## src/rtl/instr_fetch.sv

```systemverilog
// Instruction fetch sequencer: issues one memory read per instruction, waits the
// memory latency, presents the word downstream with valid/ready, then steps the PC.
module instr_fetch #(
    parameter int          MEM_LATENCY = 2,
    parameter logic [5:0]  BR_OPCODE   = 6'b111100
) (
    input  logic        clk,
    input  logic        rst,
    input  logic [31:0] pc_in,
    output logic        mem_en,
    output logic [31:0] mem_addr,
    input  logic [31:0] mem_dout,
    output logic        out_valid,
    input  logic        out_ready,
    output logic [31:0] out_instr,
    output logic [31:0] out_pc,
    output logic        pc_advance,
    output logic        isBranch,
    output logic [24:0] jump_value
);

    // Handshake: a transfer happens only on a rising edge where out_valid && out_ready;
    // out_valid is asserted only in HOLD and out_ready is ignored in every other state.
    typedef enum logic [1:0] {
        FETCH = 2'd0,
        WAIT  = 2'd1,
        HOLD  = 2'd2,
        ADV   = 2'd3
    } state_t;

    localparam logic [2:0] LAT = 3'(MEM_LATENCY);

    state_t     state;
    state_t     next_state;
    logic [2:0] cnt;
    logic       capture;
    logic       xfer;
    logic       is_br;

    always_comb begin
        next_state = state;
        capture    = 1'b0;
        xfer       = 1'b0;
        case (state)
            FETCH: next_state = WAIT;
            WAIT: begin
                // cnt holds the number of WAIT edges already seen
                if (cnt + 3'd1 == LAT) begin
                    capture    = 1'b1;
                    next_state = HOLD;
                end
            end
            HOLD: begin
                if (out_ready) begin
                    xfer       = 1'b1;
                    next_state = ADV;
                end
            end
            ADV:     next_state = FETCH;
            default: next_state = FETCH;
        endcase
    end

    assign is_br     = (out_instr[31:26] == BR_OPCODE);
    assign mem_en    = (state == FETCH) && !rst;
    assign mem_addr  = (state == FETCH) ? pc_in : out_pc;
    assign out_valid = (state == HOLD);

    always_ff @(posedge clk) begin
        if (rst) begin
            state      <= FETCH;
            cnt        <= 3'd0;
            out_instr  <= 32'd0;
            out_pc     <= 32'd0;
            pc_advance <= 1'b0;
            isBranch   <= 1'b0;
            jump_value <= 25'd0;
        end else begin
            state <= next_state;
            if (state == WAIT) begin
                cnt <= cnt + 3'd1;
            end else begin
                cnt <= 3'd0;
            end
            if (state == FETCH) begin
                out_pc <= pc_in;
            end
            if (capture) begin
                out_instr <= mem_dout;
            end
            // Branch decode is registered so the ADV pulse outputs are glitch-free
            pc_advance <= xfer;
            isBranch   <= xfer && is_br;
            jump_value <= (xfer && is_br) ? out_instr[24:0] : 25'd0;
        end
    end

endmodule
```

## config.mk

```make
export PLATFORM = sky130hd
export DESIGN_NAME = instr_fetch
export DESIGN_NICKNAME = d
export VERILOG_FILES = /design/src/rtl/instr_fetch.sv
export SDC_FILE = /design/constraint.sdc
export NUM_CORES = 1
export LEC_CHECK = 0
export ABC_AREA = 1
export CAP_MARGIN = 10
export CORE_MARGIN = 2
export CORE_UTILIZATION = 40
export DETAILED_ROUTE_END_ITERATION = 8
export PLACE_DENSITY_LB_ADDON = 0.12
export SLEW_MARGIN = 20
export SYNTH_ARGS = -nofsm -noshare
export SYNTH_HDL_FRONTEND = slang
export SYNTH_SLANG_ARGS = --single-unit
```

## constraint.sdc

```tcl
create_clock -name clk -period 1.6 [get_ports clk]
set_input_delay 0.32 -clock clk [delete_from_list [all_inputs] [get_ports clk]]
set_output_delay 0.32 -clock clk [all_outputs]
set_load 0.02 [all_outputs]
```

# After elaboration in Yosys (flattened, before gate mapping)
# Index checks and enable logic that the tools add are counted.
[word_totals]
regBits = 96
latch_bits = 0
ram_bits = 0
romBits = 0
output_inout_bits = 125
wordCells = 32
mem_count = 0
[op_classes]
add_sub_neg = 1
mul = 0
n_div = 0
magnitude_cmp = 0
n_eq_ne = 7
shift = 0
mux = 8
bitwise_logic = 2
reduce_logical = 7
[op_table]
columns = ["cell", "n"]
rows = [
  ["32-bit 2-to-1 mux", 1],
  ["2-bit case mux with 4 select lines", 1],
  ["6-bit == test, second input constant", 1],
  ["2-bit == test, second input constant", 2],
  ["1-bit 2-to-1 mux", 4],
  ["2-bit 2-to-1 mux", 2],
  ["2-bit OR reduction", 2],
  ["3-bit by 1-bit adder with 3-bit output, second input constant", 1],
  ["3-bit by 2-bit == test with 1-bit output, second input constant", 1],
  ["2-bit by 1-bit == test with 1-bit output, second input constant", 1],
  ["1-bit logical AND", 2],
  ["2-bit zero test", 1],
  ["2-bit by 1-bit != test with 1-bit output, second input constant", 1],
  ["2-bit != test, second input constant", 1],
  ["1-bit NOT", 2],
  ["2-bit AND reduction", 1],
  ["1-bit zero test", 1],
]

# Logic depth before layout (Yosys ltp)
[logic_depth]
depth_word = 5
mapped_depth = 10
ltp_nobuf = 8

# Worst setup path before layout
# OpenSTA, ideal clock, no wires.
[synth_timing]
kind = "flip-flop to output port"
startpoint = "register state[0]"
endpoint = "output port mem_en"
arrival_time_ps = 1264
required_ps = 1280
setup_slack_ps = 16
path_stages_with_launch = 7
cell_sequence = "dfxtp_1 > inv_1 > ha_1 > clkbuf_1 > inv_1 > buf_2 > nor2_1"
[synth_between]
elab_chain_cells = 2
[synth_lines]
columns = ["element", "line_no", "source"]
rows = [
  ["from (decl)", "33", "state_t state;"],
  ["from (signal assigned)", "79", "state <= next_state;"],
  ["2-bit zero test", "65", "assign mem_en = (state == FETCH) && !rst;"],
  ["1-bit logical AND", "65", ""],
  ["to (decl)", "10", "output logic mem_en,"],
]
# No other way between the ends.

# Final worst setup path
[layout_timing]
startpoint = "register state[0]"
endpoint = "output port mem_addr[2]"
[layout_between]
elab_chain_cells = 2
[layout_lines]
columns = ["element", "line_no", "source"]
rows = [
  ["2-bit zero test", "66", "assign mem_addr = (state == FETCH) ? pc_in : out_pc;"],
  ["32-bit 2-to-1 mux", "-", ""],
  ["to (decl)", "11", "output logic [31:0] mem_addr,"],
]
# No other way between the ends.

==> flow_metrics.py <==
metrics = {
    "run_status": {
        "status": "finished, violations left",
        "violations": "setup timing",
    },
    "synthesis": {
        "syn_area_um2": 3850,
        "postSynth.asyncResetShare_pct": 0,
        "synth_area_leader_cell": "dfxtp_1",
        "syn_avg_cell_area_um2": 7.05,
        "ys_types": 17,
        "synth-edff-count": 0,
        "synth-seq-cells": 96,
        "ys_seq_area_share_pct": 49.9,
        "yosys-top-cells-area": "dfxtp_1 50%, nand2_1 17%, inv_1 10%, nor2_1 6.3%, nand4_1 5.4%",
        "ys_top_cells_by_count": "170 x nand2_1, 105 x inv_1, 96 x dfxtp_1, 65 x nor2_1, 34 x a21oi_1",
        "synth_top_area_share_pct": 49.9,
        "synthCells": 546,
        "syn_nets": 619,
        "synth_most_common_cell": "nand2_1",
        "synth-main-ff-cell": "dfxtp_1",
        "yosysWarnings": 0,
    },
    "clock_network": {
        "cts.clk_slew.worst_paths_ps": 100,
        "clock_latency_ps": 350,
        "cts_buffers": 9,
        "cts.sinks": 96,
        "root_buffer": "clkbuf_8",
        "cts_tree": "done",
        "clk_path_buf_depth": 2,
        "ctsHoldBuffers": 0,
        "h-tree-depth": 3,
    },
    "layout": {
        "fillers": 794,
        "final_area_um2": 6800,
        "layout-drive-gt1-share_pct": 23.7,
        "diodes": 0,
        "layout.cells.non_filler": 919,
        "area.growth.synth_to_final_pct": 76.5,
        "layout.nets": 858,
    },
    "drt": {
        "drt-pass1-iter-count": 4,
        "drt-total-wl_um": 12300,
        "drc": 0,
        "via_per_inst": 4.54,
        "via_count": 4173,
        "wire_per_inst_um": 13.4,
        "drtAntennaViolNets": 0,
        "drt-initial-drc-count": 112,
    },
    "timing": {
        "final-setup-viol-count": 33,
        "slew_viol_final": 0,
        "slew_headroom_pct": 75.7,
        "whs_ps": 448,
        "clock_skew_ps": 15.1,
        "rsz0062_at_grt": "yes",
        "fmax_ghz": 0.550,
        "period_share_pct": 114,
        "fin_ws_ps": -217,
        "min_period_ps": 1820,
        "tightestPinTransition_ps": 365,
        "hold_viol": 0,
    },
    "worst_setup_path": {
        "ff2ff_setup_slack_ps": 130,
        "cp-startpoint": "state[0]",
        "crit_required_ps": 1280,
        "arrival_ps": 1500,
        "r2r_end": "jump_value[20]",
        "startpoint_type": "register",
        "critPathCapture": "mem_addr[2]",
        "rr_worst_depth": 9,
        "r2r-start": "state[0]",
        "critical_path_class": "reg2out",
        "end_kind": "output pin",
        "crit_fanout": 8,
    },
    "grt": {
        "first_global_vias": 3859,
        "grt_usage_pct": 22.1,
        "antenna_found_initial": 0,
        "grt_max_degree": 36,
        "grt_first_pass_wirelength_um": 18400,
        "grt.overflow.total": 0,
    },
    "floorplanning": {
        "die_y_um": 102,
        "core-area_um2": 9280,
        "floorplan.die.width_um": 102,
        "rows": 35,
        "start_util_pct": 41.5,
        "die-area_um2": 10400,
        "ios": 192,
    },
    "pwr": {
        "power.density_nw_per_um2": 1470,
        "cellLeakagePower_nw": 3.63,
        "peakVddDrop_mv": 0.914,
        "p_total_mw": 10.0,
    },
    "placed_design": {
        "gp_congestion": 0.845,
        "hpwl_um": 8000,
        "dpl.cell_count": 890,
        "io_buffers": 191,
        "postPlaceCellArea_um2": 6220,
    },
    "run": {
        "cap_violations": 0,
    },
    "hold_path": {
        "hp-class": "reg2reg",
    },
}
[where the power goes]
part           leakage [nW]  switching (mW)  internal (mW)
sequential            0.782           0.227           2.72
combinational          2.76            2.97           2.59
clock                0.0850           0.907          0.589
[layer usage]
metal,GRT usage (%),vias up,routed length (um)
met2,40.0,124,6330
met3,3.83,14,656
li1,-,2118,-
met1,26.7,1917,5170
met4,6.97,0,168
met5,0,-,0
[area by class of cell]
cell class                 instances  area [um2]  share of cell area, %
timing repair buffer             256        2460                   36.3
inverter                         106         405                   5.96
multi-input combinational        316        1660                   24.4
tap                              129         161                   2.37
clock inverter                     6        52.6                  0.773
sequential                        96        1920                   28.3
clock buffer                      10         128                   1.88
[sequential cells by signal, indices dropped and copies added (netlist names)]
signal / cells
cnt: 3
isBranch: 1
jump_value: 25
out_instr: 32
out_pc: 32
pc_advance: 1
state: 2
[cells in the final DEF (no fill, tap or decap), types with 2 or more instances in the layout]
cell type,n
nand2_1,110
inv_1,102
dfxtp_1,94
dlygate4sd2_1,89
clkdlybuf4s50_1,66
nor2_1,64
buf_4,56
nand2_2,47
buf_6,35
a21oi_1,34
nand4_1,33
nand2_4,13
clkbuf_8,9
nand3_4,4
ha_1,4
buf_12,4
inv_8,2
inv_2,2
nand3_1,2
clkinvlp_4,2
clkinv_4,2
buf_16,2
clkbuf_16,2
dlymetal6s2s_1,2
dfxtp_2,2
[worst max-delay path: stages (launching register included)]
cell and delay (ps):
dfxtp_2 330, inv_2 70, ha_4 220, inv_8 70
clkbuf_16 190, nand2_4 80, nand2_2 50, buf_6 130
[cells by family after synthesis]
kind of cell	share of synthesized area, %
buf+inv	14.5
flops	49.9
compound gates	4.42
fa+ha+maj	1.95
simple gates	29.3
[worst min path at each step]
stage	cells past startpoint	end	from
6_report	2	jump_value[4]	out_instr[4]
3_5_place_dp	2	jump_value[10]	out_instr[10]
2_1_floorplan	1	cnt[0]	cnt[0]
3_3_place_gp	1	cnt[0]	cnt[0]
5_1_grt	2	jump_value[23]	out_instr[23]
4_1_cts	2	jump_value[4]	out_instr[4]
[stage by stage]
stage / util, % / setup WS (ps) / setup TNS (ps)
2_1_floorplan: - / 16.1 / 0
3_3_place_gp: 67.0 / -402 / -24660
3_5_place_dp: 67.0 / -426 / -26490
4_1_cts: 68.9 / -206 / -6120
5_1_grt: 73.2 / -275 / -8000
6_report: 73.2 / -217 / -5890
[what timing repair did]
action,in CTS,in global routing
gates resized for setup,301,90
gates cloned,3,4
hold endpoints to repair,0,0
setup buffers,1,5
pin swaps,1,6
setup endpoints to repair,138,68
(Power assumes the default switching activity.)
